$ cat config.mk
export PLATFORM = sky130hd
export DESIGN_NAME = multicycle_ctrl
export DESIGN_NICKNAME = d
export VERILOG_FILES = /design/src/rtl/ctrl_pkg.sv /design/src/rtl/ctrl_decode.sv /design/src/rtl/multicycle_ctrl.sv
export SDC_FILE = /design/constraint.sdc
export NUM_CORES = 1
export LEC_CHECK = 0
export CORE_MARGIN = 5
export CORE_UTILIZATION = 25
export CTS_BUF_LIST = sky130_fd_sc_hd__clkbuf_8
export DETAILED_ROUTE_END_ITERATION = 10
export GPL_TIMING_DRIVEN = 0
export HOLD_SLACK_MARGIN = 0.02
export PLACE_DENSITY = 0.42
export SYNTH_ARGS = -nofsm -noshare
export SYNTH_HDL_FRONTEND = slang
export SYNTH_SLANG_ARGS = --single-unit
$ cat constraint.sdc
create_clock -name clk -period 2.05 [get_ports clk]
set_input_delay 0.3075 -clock clk [delete_from_list [all_inputs] [get_ports clk]]
set_output_delay 0.3075 -clock clk [all_outputs]
set_load 0.05 [all_outputs]
$ cat src/rtl/ctrl_pkg.sv
// Shared encodings for the multi-cycle control unit: opcodes, funct fields, ALU codes, FSM states.
package ctrl_pkg;

  localparam logic [6:0] OP_RTYPE = 7'b0110011;
  localparam logic [6:0] OP_IALU  = 7'b0010011;
  localparam logic [6:0] OP_LOAD  = 7'b0000011;
  localparam logic [6:0] OP_STORE = 7'b0100011;

  localparam logic [6:0] F7_BASE = 7'b0000000;
  localparam logic [6:0] F7_ALT  = 7'b0100000;

  localparam logic [2:0] F3_ADD  = 3'b000;
  localparam logic [2:0] F3_SLL  = 3'b001;
  localparam logic [2:0] F3_SLT  = 3'b010;
  localparam logic [2:0] F3_SLTU = 3'b011;
  localparam logic [2:0] F3_XOR  = 3'b100;
  localparam logic [2:0] F3_SRL  = 3'b101;
  localparam logic [2:0] F3_OR   = 3'b110;
  localparam logic [2:0] F3_AND  = 3'b111;
  localparam logic [2:0] F3_WORD = 3'b010;

  localparam logic [3:0] ALU_AND  = 4'b0000;
  localparam logic [3:0] ALU_OR   = 4'b0001;
  localparam logic [3:0] ALU_ADD  = 4'b0010;
  localparam logic [3:0] ALU_XOR  = 4'b0011;
  localparam logic [3:0] ALU_SLL  = 4'b0100;
  localparam logic [3:0] ALU_SRL  = 4'b0101;
  localparam logic [3:0] ALU_SUB  = 4'b0110;
  localparam logic [3:0] ALU_SLT  = 4'b0111;
  localparam logic [3:0] ALU_SRA  = 4'b1000;
  localparam logic [3:0] ALU_SLTU = 4'b1001;

  typedef enum logic [2:0] {
    S_IDLE, S_FETCH, S_DECODE, S_EXEC, S_MEM, S_WB, S_TRAP
  } state_e;

  // Base (funct7 = 0) operation selected by funct3; SUB/SRA are patched in by the decoder.
  function automatic logic [3:0] f3_alu_cc(input logic [2:0] f3);
    case (f3)
      F3_ADD:  return ALU_ADD;
      F3_SLL:  return ALU_SLL;
      F3_SLT:  return ALU_SLT;
      F3_SLTU: return ALU_SLTU;
      F3_XOR:  return ALU_XOR;
      F3_SRL:  return ALU_SRL;
      F3_OR:   return ALU_OR;
      default: return ALU_AND;
    endcase
  endfunction

endpackage

$ cat src/rtl/ctrl_decode.sv
// Combinational instruction classifier: ALU code, B-source select, memory class and illegal flag.
module ctrl_decode
  import ctrl_pkg::*;
#(
  parameter int ALU_CC_W = 4
) (
  input  logic [6:0]          opcode_i,
  input  logic [2:0]          funct3_i,
  input  logic [6:0]          funct7_i,
  output logic [ALU_CC_W-1:0] alu_cc_o,
  output logic                alu_src_o,
  output logic                is_mem_o,
  output logic                is_load_o,
  output logic                illegal_o
);

  logic [3:0] cc;

  always_comb begin
    cc        = f3_alu_cc(funct3_i);
    alu_src_o = 1'b0;
    is_mem_o  = 1'b0;
    is_load_o = 1'b0;
    illegal_o = 1'b0;
    case (opcode_i)
      OP_RTYPE: begin
        if (funct7_i == F7_ALT && funct3_i == F3_ADD)      cc = ALU_SUB;
        else if (funct7_i == F7_ALT && funct3_i == F3_SRL) cc = ALU_SRA;
        else if (funct7_i != F7_BASE)                      illegal_o = 1'b1;
      end
      OP_IALU: begin
        alu_src_o = 1'b1;
        // funct7 only qualifies the shift-immediate forms
        if (funct3_i == F3_SLL) begin
          illegal_o = (funct7_i != F7_BASE);
        end else if (funct3_i == F3_SRL) begin
          if (funct7_i == F7_ALT)       cc = ALU_SRA;
          else if (funct7_i != F7_BASE) illegal_o = 1'b1;
        end
      end
      OP_LOAD, OP_STORE: begin
        alu_src_o = 1'b1;
        is_mem_o  = 1'b1;
        is_load_o = (opcode_i == OP_LOAD);
        cc        = ALU_ADD;
        illegal_o = (funct3_i != F3_WORD);
      end
      default: begin
        cc        = ALU_AND;
        illegal_o = 1'b1;
      end
    endcase
  end

  assign alu_cc_o = ALU_CC_W'(cc);

endmodule

$ cat src/rtl/multicycle_ctrl.sv
// Multi-cycle FSM controller (FETCH/DECODE/EXEC/MEM/WB) with mem_ready stall and sticky illegal trap.
// Optional retired-instruction counter enabled by CTRL_PERF_CNT_EN.
module multicycle_ctrl
  import ctrl_pkg::*;
#(
  parameter int ALU_CC_W = 4,
  parameter int CNT_W    = 32
) (
  input  logic                clk,
  input  logic                reset,
  input  logic [6:0]          opcode,
  input  logic [2:0]          funct3,
  input  logic [6:0]          funct7,
  input  logic                mem_ready,
  output logic                ir_write,
  output logic                pc_write,
  output logic                reg_write,
  output logic                mem2reg,
  output logic                alu_src,
  output logic                mem_read,
  output logic                mem_write,
  output logic [ALU_CC_W-1:0] alu_cc,
`ifdef CTRL_PERF_CNT_EN
  output logic [CNT_W-1:0]    retired_cnt,
`endif
  output logic                illegal_insn
);

  state_e              state_q;
  logic [16:0]         dec_q;
  logic                ir_write_q, pc_write_q, reg_write_q, mem2reg_q;
  logic                alu_src_q, mem_read_q, mem_write_q, illegal_q;
  logic [ALU_CC_W-1:0] alu_cc_q;

  logic [6:0]          dec_opcode, dec_funct7;
  logic [2:0]          dec_funct3;
  logic [ALU_CC_W-1:0] dec_alu_cc;
  logic                dec_alu_src, dec_is_mem, dec_is_load, dec_illegal;

  // The decoder sees the live fields while they are being captured, the held copy afterwards.
  assign {dec_opcode, dec_funct3, dec_funct7} =
    (state_q == S_DECODE) ? {opcode, funct3, funct7} : dec_q;

  ctrl_decode #(.ALU_CC_W(ALU_CC_W)) u_decode (
    .opcode_i  (dec_opcode),
    .funct3_i  (dec_funct3),
    .funct7_i  (dec_funct7),
    .alu_cc_o  (dec_alu_cc),
    .alu_src_o (dec_alu_src),
    .is_mem_o  (dec_is_mem),
    .is_load_o (dec_is_load),
    .illegal_o (dec_illegal)
  );

  always_ff @(posedge clk or negedge reset) begin
    if (!reset) begin
      state_q     <= S_IDLE;
      dec_q       <= '0;
      ir_write_q  <= 1'b0;
      pc_write_q  <= 1'b0;
      reg_write_q <= 1'b0;
      mem2reg_q   <= 1'b0;
      alu_src_q   <= 1'b0;
      mem_read_q  <= 1'b0;
      mem_write_q <= 1'b0;
      alu_cc_q    <= '0;
      illegal_q   <= 1'b0;
    end else begin
      ir_write_q  <= 1'b0;
      pc_write_q  <= 1'b0;
      reg_write_q <= 1'b0;
      mem2reg_q   <= 1'b0;
      alu_src_q   <= 1'b0;
      mem_read_q  <= 1'b0;
      mem_write_q <= 1'b0;
      alu_cc_q    <= '0;
      case (state_q)
        S_IDLE: begin
          state_q    <= S_FETCH;
          ir_write_q <= 1'b0;
        end
        S_FETCH: state_q <= S_DECODE;
        S_DECODE: begin
          dec_q <= {opcode, funct3, funct7};
          if (dec_illegal) begin
            state_q   <= S_TRAP;
            illegal_q <= 1'b1;
          end else begin
            state_q   <= S_EXEC;
            alu_src_q <= dec_alu_src;
            alu_cc_q  <= dec_alu_cc;
          end
        end
        S_EXEC: begin
          if (dec_is_mem) begin
            state_q     <= S_MEM;
            alu_src_q   <= 1'b1;
            alu_cc_q    <= ALU_CC_W'(ALU_ADD);
            mem_read_q  <= dec_is_load;
            mem_write_q <= !dec_is_load;
          end else begin
            state_q     <= S_WB;
            reg_write_q <= 1'b1;
            pc_write_q  <= 1'b1;
          end
        end
        S_MEM: begin
          if (mem_ready) begin
            if (mem_read_q) begin
              state_q     <= S_WB;
              reg_write_q <= 1'b1;
              pc_write_q  <= 1'b1;
              mem2reg_q   <= 1'b1;
            end else begin
              state_q    <= S_FETCH;
              ir_write_q <= 1'b1;
            end
          end else begin
            alu_src_q   <= 1'b1;
            alu_cc_q    <= ALU_CC_W'(ALU_ADD);
            mem_read_q  <= mem_read_q;
            mem_write_q <= mem_write_q;
          end
        end
        S_WB: begin
          state_q    <= S_FETCH;
          ir_write_q <= 1'b1;
        end
        default: state_q <= S_TRAP;
      endcase
      // IDLE leads into FETCH, which always raises ir_write for one cycle
      if (state_q == S_IDLE) ir_write_q <= 1'b1;
    end
  end

  assign ir_write     = ir_write_q;
  assign pc_write     = pc_write_q | (mem_write_q & mem_ready);
  assign reg_write    = reg_write_q;
  assign mem2reg      = mem2reg_q;
  assign alu_src      = alu_src_q;
  assign mem_read     = mem_read_q;
  assign mem_write    = mem_write_q;
  assign alu_cc       = alu_cc_q;
  assign illegal_insn = illegal_q;

`ifdef CTRL_PERF_CNT_EN
  logic [CNT_W-1:0] cnt_q;

  always_ff @(posedge clk or negedge reset) begin
    if (!reset)        cnt_q <= '0;
    else if (pc_write) cnt_q <= cnt_q + CNT_W'(1);
  end

  assign retired_cnt = cnt_q;
`else
  logic [CNT_W-1:0] unused_cnt_w;
  assign unused_cnt_w = '0;
`endif

endmodule

==> flow_metrics.tcl <==
set metrics [dict create \
    run_status "finished, final reports clean" \
    async_s_r_ff_share_synth_pct 100.0 \
    vias 1472 \
    syn_nets 206 \
    synth_area_um2 1648 \
    antenna_found_initial 0 \
    clk_pin_slew_ns 0.07 \
    maxSlewViolCount 0 \
    layout_min_cycle_time_ns 2.008 \
    hpwl_mm 3.137 \
    setup_tns_ns 0 \
    crit_path_dat_ns 2.18 \
    synth.top_cells.by_area "sky130_fd_sc_hd__dfrtp_1, sky130_fd_sc_hd__nand2_1, sky130_fd_sc_hd__a21oi_1" \
    cts_made_buffers 5 \
    critPathTopFamily "simple AND/OR/NAND/NOR gates" \
    cts_num_sinks 31 \
    cpMaxStageDelayCell "sky130_fd_sc_hd__or3b_4" \
    startpoint_type "flip-flop" \
    criticalPathCategory "reg -> reg" \
    worst-slew-pin-transition_ns 0.7374 \
    syn_avg_cell_area_um2 8.859 \
    ys.warnings.count 0 \
    dpl.cell_count 292 \
    layout_commonest_cell "sky130_fd_sc_hd__nand2_1" \
    min_period_over_period_pct 97.94 \
    netlist_instances 186 \
    fp.coreArea_um2 6386 \
    port_buffers 29 \
    nFillCells 684 \
    rsz0062_at_grt "yes" \
    ys_seq_area_share_pct 47.08 \
    fp.dieW_um 91.19 \
    max-clock-path-buffers 2 \
    grt_start_max_net_pins 32 \
    timing.critical_path.cells "or3b_4 -> and4_4 -> a31oi_4 -> a21oi_2 -> o32a_1 -> nor4_2" \
    p_per_area_nw_per_um2 1205 \
    via_per_inst 4.779 \
    share_of_the_synthesized_area_in_the_top_cell_type_pct 47.08 \
    cp-end-kind "flip-flop" \
    worst_clock_skew_ns 0.007340 \
    drt-total-wl_mm 4.323 \
    route.detailed.wl_per_inst_um 14.04 \
    layout_common_cells "sky130_fd_sc_hd__nand2_1, sky130_fd_sc_hd__dfrtp_1, sky130_fd_sc_hd__clkdlybuf4s50_1, sky130_fd_sc_hd__buf_4" \
    floorplan.initialDensity_pct 25.80 \
    pwr-share-seq_pct 39.1 \
    clock_power_share_pct 17.7 \
    design.portCount 32 \
    cap_viol_max_count 0 \
    std_cell_rows 29 \
    power.static_leakage_nw 0.9419 \
    cts.htree.levels 2 \
    antennaDiodeCount 0 \
    timing.critical_path.required_ns 2.23 \
    worst_ir_drop_vdd_mv 0.5066 \
    total_switching_power_mw 1.102 \
    post_route_cells_drive_above_1_share_pct 15.58 \
    final_hold_viol_count 0 \
    vias_in_the_first_global_route 1420 \
    power.switching_fraction_pct 41.48 \
    max_slew_margin_pct 50.84 \
    timing.hold.worst.class "in -> async" \
    pwr-share-comb_pct 43.2 \
    source_to_sink_clock_delay_at_the_later_pin_of_the_worst_skew_pair_ns 0.28 \
    cpPeakStageDelay_ns 0.47 \
    die-area_um2 8315 \
    global_route_wire_length_before_repair_mm 7.155 \
    tritoncts "built" \
    ys_dominant_reg_cell "sky130_fd_sc_hd__dfrtp_1" \
    drtIter0Drc 58 \
    path_max_fanout 8 \
    globalRouteTotalUtil_pct 10.67 \
    cts_hold_buf 0 \
    finalWeightedCongestion 0.7450 \
    yosys_cell_types 44 \
    die_y_um 91.19 \
    cell_internal_pwr_mw 1.555 \
    grt.overflow.total 0 \
    postRouteAntennaNets 0 \
    syn_to_final_growth_pct 33.87 \
    worstPathBufferInverterCount 0 \
    setup_viol_count_final 0 \
    final_layout_net_count 250 \
    finish.cell_count_without_fillers 308 \
    fmaxAchievable_mhz 498.1 \
    synth_edf_count 0 \
    detailedRoute.firstPassIterationCount 4 \
    ys_seq_elements 31 \
    root_buffer "sky130_fd_sc_hd__clkbuf_8" \
    drc 0 \
    synth_top_cell_by_area "sky130_fd_sc_hd__dfrtp_1" \
]
## what timing repair did
item	in CTS	in global routing
cloned	0	0
pin swaps	0	8
setup endpoints to repair	9	17
gates resized for setup	3	13
setup buffers	0	9
## routing by layer
layer	global-route usage, %	vias up	wire (µm)
li1	-	738	-
met4	3.790	0	48
met3	2.810	6	167
met5	0	-	0
met2	16.17	27	1989
met1	14.65	701	2117
## cell type report
type	count	area (µm²)	area share [%]
Timing Repair Buffer	38	351.6	15.94
Clock inverter	3	16.27	0.7374
Sequential cell	31	777.0	35.22
Inverter	5	18.77	0.8508
Clock buffer	5	68.82	3.120
Buffer	8	45.04	2.042
Multi-Input combinational cell	141	832.0	37.72
Tap cell	77	96.34	4.368
## cells in the mapped netlist (2+ instances only)
cell / count
sky130_fd_sc_hd__a211oi_1: 4
sky130_fd_sc_hd__a21o_1: 2
sky130_fd_sc_hd__a21oi_1: 9
sky130_fd_sc_hd__a22o_1: 2
sky130_fd_sc_hd__a31oi_1: 3
sky130_fd_sc_hd__buf_2: 2
sky130_fd_sc_hd__clkbuf_1: 4
sky130_fd_sc_hd__dfrtp_1: 31
sky130_fd_sc_hd__inv_1: 5
sky130_fd_sc_hd__nand2_1: 62
sky130_fd_sc_hd__nand2b_1: 2
sky130_fd_sc_hd__nand3_1: 4
sky130_fd_sc_hd__nand3b_1: 3
sky130_fd_sc_hd__nor2_1: 9
sky130_fd_sc_hd__nor2b_1: 2
sky130_fd_sc_hd__nor3_1: 4
sky130_fd_sc_hd__nor3b_1: 2
sky130_fd_sc_hd__nor4_1: 2
sky130_fd_sc_hd__nor4_4: 2
sky130_fd_sc_hd__o211ai_1: 2
sky130_fd_sc_hd__o21ai_0: 7
## path summary, 6_finish.rpt
kind / slack, ns / to / cells past startpoint / from
max reg2reg: 0.04 / alu_cc[2]$_DFF_PN0_ / 6 / state_q[2]$_DFFE_PN0P_
max: 0.04 / alu_cc[2]$_DFF_PN0_ / 6 / state_q[2]$_DFFE_PN0P_
min: 0.08 / dec_q[6]$_DFF_PN0_ / 1 / reset
min in group clk: 0.40 / dec_q[9]$_DFF_PN0_ / 3 / funct3[2]
min reg2reg: 0.47 / dec_q[13]$_DFF_PN0_ / 2 / dec_q[13]$_DFF_PN0_
max in group asynchronous: 1.45 / state_q[2]$_DFFE_PN0P_ / 1 / reset
## registers in the layout, summed over array words and instances (netlist names)
register,count
state_q,3
mem_read,1
dec_q,17
alu_cc,4
illegal_insn,1
reg_write,1
alu_src,1
mem2reg,1
mem_write,1
ir_write,1
## power groups by stage
stage,clock network (mW),logic (mW),registers (mW)
CTS,0.490,1.07,1.03
finish,0.471,1.15,1.04
global route,0.520,1.27,1.08
floorplan,0,0.664,1.12
detailed placement,0,1.07,1.04
global placement,0,1.08,1.04
## worst reg2reg max path, delay by kind of cell (launching register included)
kind / cells / cell delay, ns
AO/OA/AOI/OAI: 3 / 0.51
AND/OR/NAND/NOR: 3 / 0.96
flip-flops: 1 / 0.43
## through the flow
step                      hold WS, ns  utilization (%)  power, mW  setup WS, ns  instance area [µm²]
after floorplan               0.01191                -      1.782        0.1854                 1648
after global routing           0.1357            34.54      2.864      -0.03693                 2206
final                         0.07910            34.54      2.657       0.04229                 2206
after global placement         0.4528            31.86      2.120       -0.3423                 2034
after detailed placement       0.4236            31.78      2.108       -0.3375                 2029
after CTS                      0.1107            33.27      2.596      0.003161                 2125
## logic make-up (layout without fill, tap and decap cells)
group / Yosys count / in the layout / synth area share [%]
buffers and inverters: 14 / 59 / 4.024
AO/OA/AOI/OAI: 39 / 39 / 17.54
XOR/XNOR: 1 / 1 / 0.5316
flip-flops: 31 / 31 / 47.08
AND/OR/NAND/NOR: 101 / 101 / 30.83
Note: power is estimated with default switching activity, not from simulation.
==> edit 1 (same settings) <==
`ALU_CC_W` is set to 4 in 2 places; all go to 3.
--- a/src/rtl/ctrl_decode.sv
+++ b/src/rtl/ctrl_decode.sv
@@ -2,7 +2,7 @@
 module ctrl_decode
   import ctrl_pkg::*;
 #(
-  parameter int ALU_CC_W = 4
+  parameter int ALU_CC_W = 3
 ) (
   input  logic [6:0]          opcode_i,
   input  logic [2:0]          funct3_i,
--- a/src/rtl/multicycle_ctrl.sv
+++ b/src/rtl/multicycle_ctrl.sv
@@ -3,7 +3,7 @@
 module multicycle_ctrl
   import ctrl_pkg::*;
 #(
-  parameter int ALU_CC_W = 4,
+  parameter int ALU_CC_W = 3,
   parameter int CNT_W    = 32
 ) (
   input  logic                clk,
Ports: changed (resized alu_cc); port bits go from 32 to 31. The function was not compared with the original's and may differ.
==> edit 1 against the unedited design <==
- the run now ends with setup timing left
- critical endpoint is now alu_src
- die area decreased by 9.0%
- area after synthesis decreased by 10%
- wire length decreased by 11%
- power increased by 2.4%
- sequential cell count decreased by 1
- hold slack got worse by 0.021 ns
- design area decreased by 2.2%
- setup slack got worse by 0.075 ns
- highest routed layer unchanged
==> edit 1: results (changes against the unedited design) <==
Global routing
  • Largest net degree at the start of global routing: 31 (-3.1%)
  • All-Layer GR Usage: 10.91% (+0.25 points)
  • First-pass GRT wire length: 6.313 mm (-12%)
  • Vias in the first global route: 1307 (-8.0%)

Worst setup path
  • R2r setup slk: -0.03 ns (-0.07 ns)
  • Critical-path maximum fanout: 5 (-3)
  • Worst r2r path cells: 8 (+2)
  • Worst r2r dst: alu_src
  • WP data arrival: 2.25 ns (+0.07 ns)

STA
  • Max Transition Viols Final: 0 (unchanged)
  • Setup Viol. Count Final: 6 (+6)
  • Clock Skews: 0.006491 ns (-0.0008487 ns)
  • Worst setup margin: -0.03258 ns (-0.07487 ns)
  • Worst-Margin Slew: 0.6780 ns (-0.05941 ns)

CTS
  • Clock Latency Late Sink: 0.28 ns (about the same)
  • Setup Buffers After CTS: 5 (+5)
  • Post-CTS Resized: 6 (+3)
  • CTS Buffer Depth: 2 (unchanged)
  • CTS Buf Count: 5 (unchanged)
  • Clock slew at reported path FFs: 0.07 ns (about the same)

Layout
  • Layout Nets: 222 (-11%)
  • Largest register FFs: 17 (unchanged)
  • Layout cells sized above 1: 20.20% (+4.6 points)

Synthesis
  • Main area contributors after synthesis: dfrtp_1 51%, nand2_1 11%, inv_1 2.3%, mux2i_1 2.0%, mux2i_2 1.9%
  • Register area share after synthesis: 50.68% (+3.6 points)
  • Mapped Nets: 176 (-15%)
  • Ys async rst share: 100.0% (unchanged)
  • Post-synth top cells: 44 x nand2_1, 30 x dfrtp_1, 9 x inv_1, 6 x nor2_1

Pwr
  • Switch share: 39.62% (-1.9 points)
  • Peak VDD IR: 0.0003738 V (-26%)
  • Power share of the clock group: 18.1% (+0.4 points)
  • Leakage: 0.9234 nW (-2.0%)
  • Combinational Power Share: 46.1% (+2.9 points)
  • P_clk: 0.000492 W (+4.5%)

Place
  • Gp weighted congestion: 0.7826 (+5.0%)
  • DP Area: 1884 um^2 (-7.2%)
  • DP Wirelength: 2.768 mm (-12%)
  • PortBufs: 30 (+3.4%)

Status
  • Status: finished with violations
  • Failing checks: setup timing

Routing
  • Routed wire length: 3.854 mm (-11%)
  • DRT iter0 DRCs: 48 (-17%)
  • Avg Vias per Cell: 4.586 (-4.0%)
-- edit 1: cell count changes in the layout (fill, tap and decap cells not counted), sizes merged, moves of 3 or more --
cell,delta
nand2,-18
a21oi,-8
inv,+5
mux2i,+5
a211oi,-3
nor2,-3
xor2,+3
-- edit 1: area by class of cell --
type                       count  area [um^2]
sequential                    30        752.0
clock buffer                   6        82.58
multi-input combinational    111        783.3
timing repair buffer          39        374.1
inverter                      10        37.54
tap                           75        93.84
clock inverter                 2        8.758
buffer                         5        26.28
fill                         584         3692
-- edit 1: cell families (layout without fill, tap and decap cells) --
kind of cell              count (synthesis)  in the layout  share of synthesized area [%]
AOI/OAI and AO/OA                        30             30                          16.30
buffers and inverters                    15             62                          3.969
muxes                                     5              5                          3.885
xor gates and xnor gates                  3              3                          1.774
DFF                                      30             30                          50.68
and+or+nand+nor                          73             73                          23.40
-- edit 1: metal layers --
metal  vias to the layer above  track usage [%]  routed length, um
li1                        628                -                  -
met4                         0            3.399                 32
met1                       612            13.33               1744
met3                         4            3.879                229
met2                        31            17.94               1847
met5                         -                0                  0
-- edit 1: metrics by stage --
stage               setup slack [ns]  instances  hold slack (ns)   TNS [ns]
CTS                         -0.02306        274           0.4761   -0.09280
floorplan                  -0.005168        156          0.01191  -0.005168
finish                      -0.03258        278          0.05850   -0.08553
global placement             -0.3473        261           0.4543     -2.407
global route                 -0.1049        278           0.1369    -0.5472
detailed placement           -0.3404        261           0.4598     -2.326
-- edit 1: worst max-delay path: stages, from the launching register on --
cell and delay (ns):
dfrtp_2 0.43, nor3b_4 0.23, buf_12 0.15, mux2i_4 0.26, inv_2 0.08, o41ai_4 0.35
o311ai_2 0.18, nand2b_2 0.18, o21ai_1 0.10
==> edit 2 (same flow settings) <==
Without the edit above. The 7 states of `state_e` get a one-hot encoding in 7 bits.
--- a/src/rtl/ctrl_pkg.sv
+++ b/src/rtl/ctrl_pkg.sv
@@ -30,8 +30,8 @@
   localparam logic [3:0] ALU_SRA  = 4'b1000;
   localparam logic [3:0] ALU_SLTU = 4'b1001;
 
-  typedef enum logic [2:0] {
-    S_IDLE, S_FETCH, S_DECODE, S_EXEC, S_MEM, S_WB, S_TRAP
+  typedef enum logic [6:0] {
+    S_IDLE = 7'b0000001, S_FETCH = 7'b0000010, S_DECODE = 7'b0000100, S_EXEC = 7'b0001000, S_MEM = 7'b0010000, S_WB = 7'b0100000, S_TRAP = 7'b1000000
   } state_e;
 
   // Base (funct7 = 0) operation selected by funct3; SUB/SRA are patched in by the decoder.
Behaviour: no difference found for any inputs over 10 cycles, from zero or initial values and one cycle with reset low; not proved beyond that.
==> edit 2 against the unedited design <==
- design area increased by 16%
- area after synthesis up 12%
- the run now ends with setup timing left
- sequential cell count grew 4
- setup slack got worse by 0.11 ns
- critical endpoint is now alu_cc[0]
- fmax decreased by 5.0%
- wire length increased by 16%
- die area grew 11%
- synthesized cell count up 9.1%
Power is not compared: it rests on default switching activity, and its combinational part moved more than twofold at a synthesized area within 25%.
==> edit 2: results (changes against the unedited design) <==
Status
  • Status: finished with violations
  • Failing checks: setup timing

CTS
  • Post-CTS Resized: 15 (+12)
  • Clock tree sinks: 35 (+13%)

STA
  • Worst setup margin: -0.06317 ns (-0.1055 ns)
  • Clock Skews: 0.005339 ns (-0.002001 ns)
  • Setup Viol. Count Final: 3 (+3)

Routing
  • DRT iter0 DRCs: 52 (-10%)
  • WL met2: 2.411 mm (+21%)
  • Vias: 1620 (+10%)
  • WL met1: 2.397 mm (+13%)

Layout
  • Seq/total area: 34.41% (-0.81 points)
  • Non-Filler Instances: 351 (+14%)
  • Multi-input logic area: 998.5 um^2 (+20%)
  • Area Growth Syn to Fin: 38.32%
  • Buffers, non-clock: 49 (+6.5%)
  • Layout Nets: 271 (+8.4%)
  • Data buffer area share: 17.62% (-0.36 points)
  • Layout cells sized above 1: 19.44% (+3.9 points)

Place
  • Post-Place Cells: 331 (+13%)
  • Place WS: -0.4025 ns (-0.06505 ns)

Synthesis
  • Syn Inst Count: 203 (+9.1%)
  • Mapped Nets: 223 (+8.3%)
  • Post-synthesis cell type count: 50 (+14%)
  • Compound-cell area share of the yosys netlist: 11.98% (-5.6 points)
  • Post-Synth XOR/XNOR Area: 1.422% (+0.89 points)
  • Post-synth top cells: 57 x nand2_1, 34 x dfrtp_1, 10 x o21ai_0, 9 x nor3_1, 7 x a21oi_1

Worst setup path
  • WP data arrival: 2.30 ns (+0.12 ns)
  • Worst r2r path cells: 7 (+1)

Global routing
  • All-Layer GR Usage: 12.15% (+1.5 points)

Die
  • Num rows: 31 (+6.9%)
[edit 2: how the worst min path moves through the flow]
| stage | start | depth (start not counted) | end | slack (ns) |
|---|---|---|---|---|
| 6_report | reset | 1 | dec_q[3] | 0.1 |
| 3_5_place_dp | reset | 1 | dec_q[3] | 0.45 |
| 4_1_cts | reset | 1 | dec_q[7] | 0.14 |
| 3_3_place_gp | dec_q[11] | 2 | dec_q[11] | 0.44 |
| 5_1_grt | reset | 1 | alu_src | 0.19 |
| 2_1_floorplan | reset | 0 | alu_cc[0] | 0.01 |
[edit 2: report_power, final]
part / total, W / internal (W) / switching (W)
combinational: 0.000133 / 0.0000647 / 0.0000680
sequential: 0.000727 / 0.000708 / 0.0000192
clock: 0.000475 / 0.000228 / 0.000247
[edit 2: worst max-delay path: stages, from the launching register on]
cell,delay (ns)
dfstp_2,0.39
or4_4,0.57
nor3_4,0.16
buf_6,0.15
buf_6,0.12
mux2i_4,0.26
a2bb2oi_2,0.08
a2111oi_2,0.26
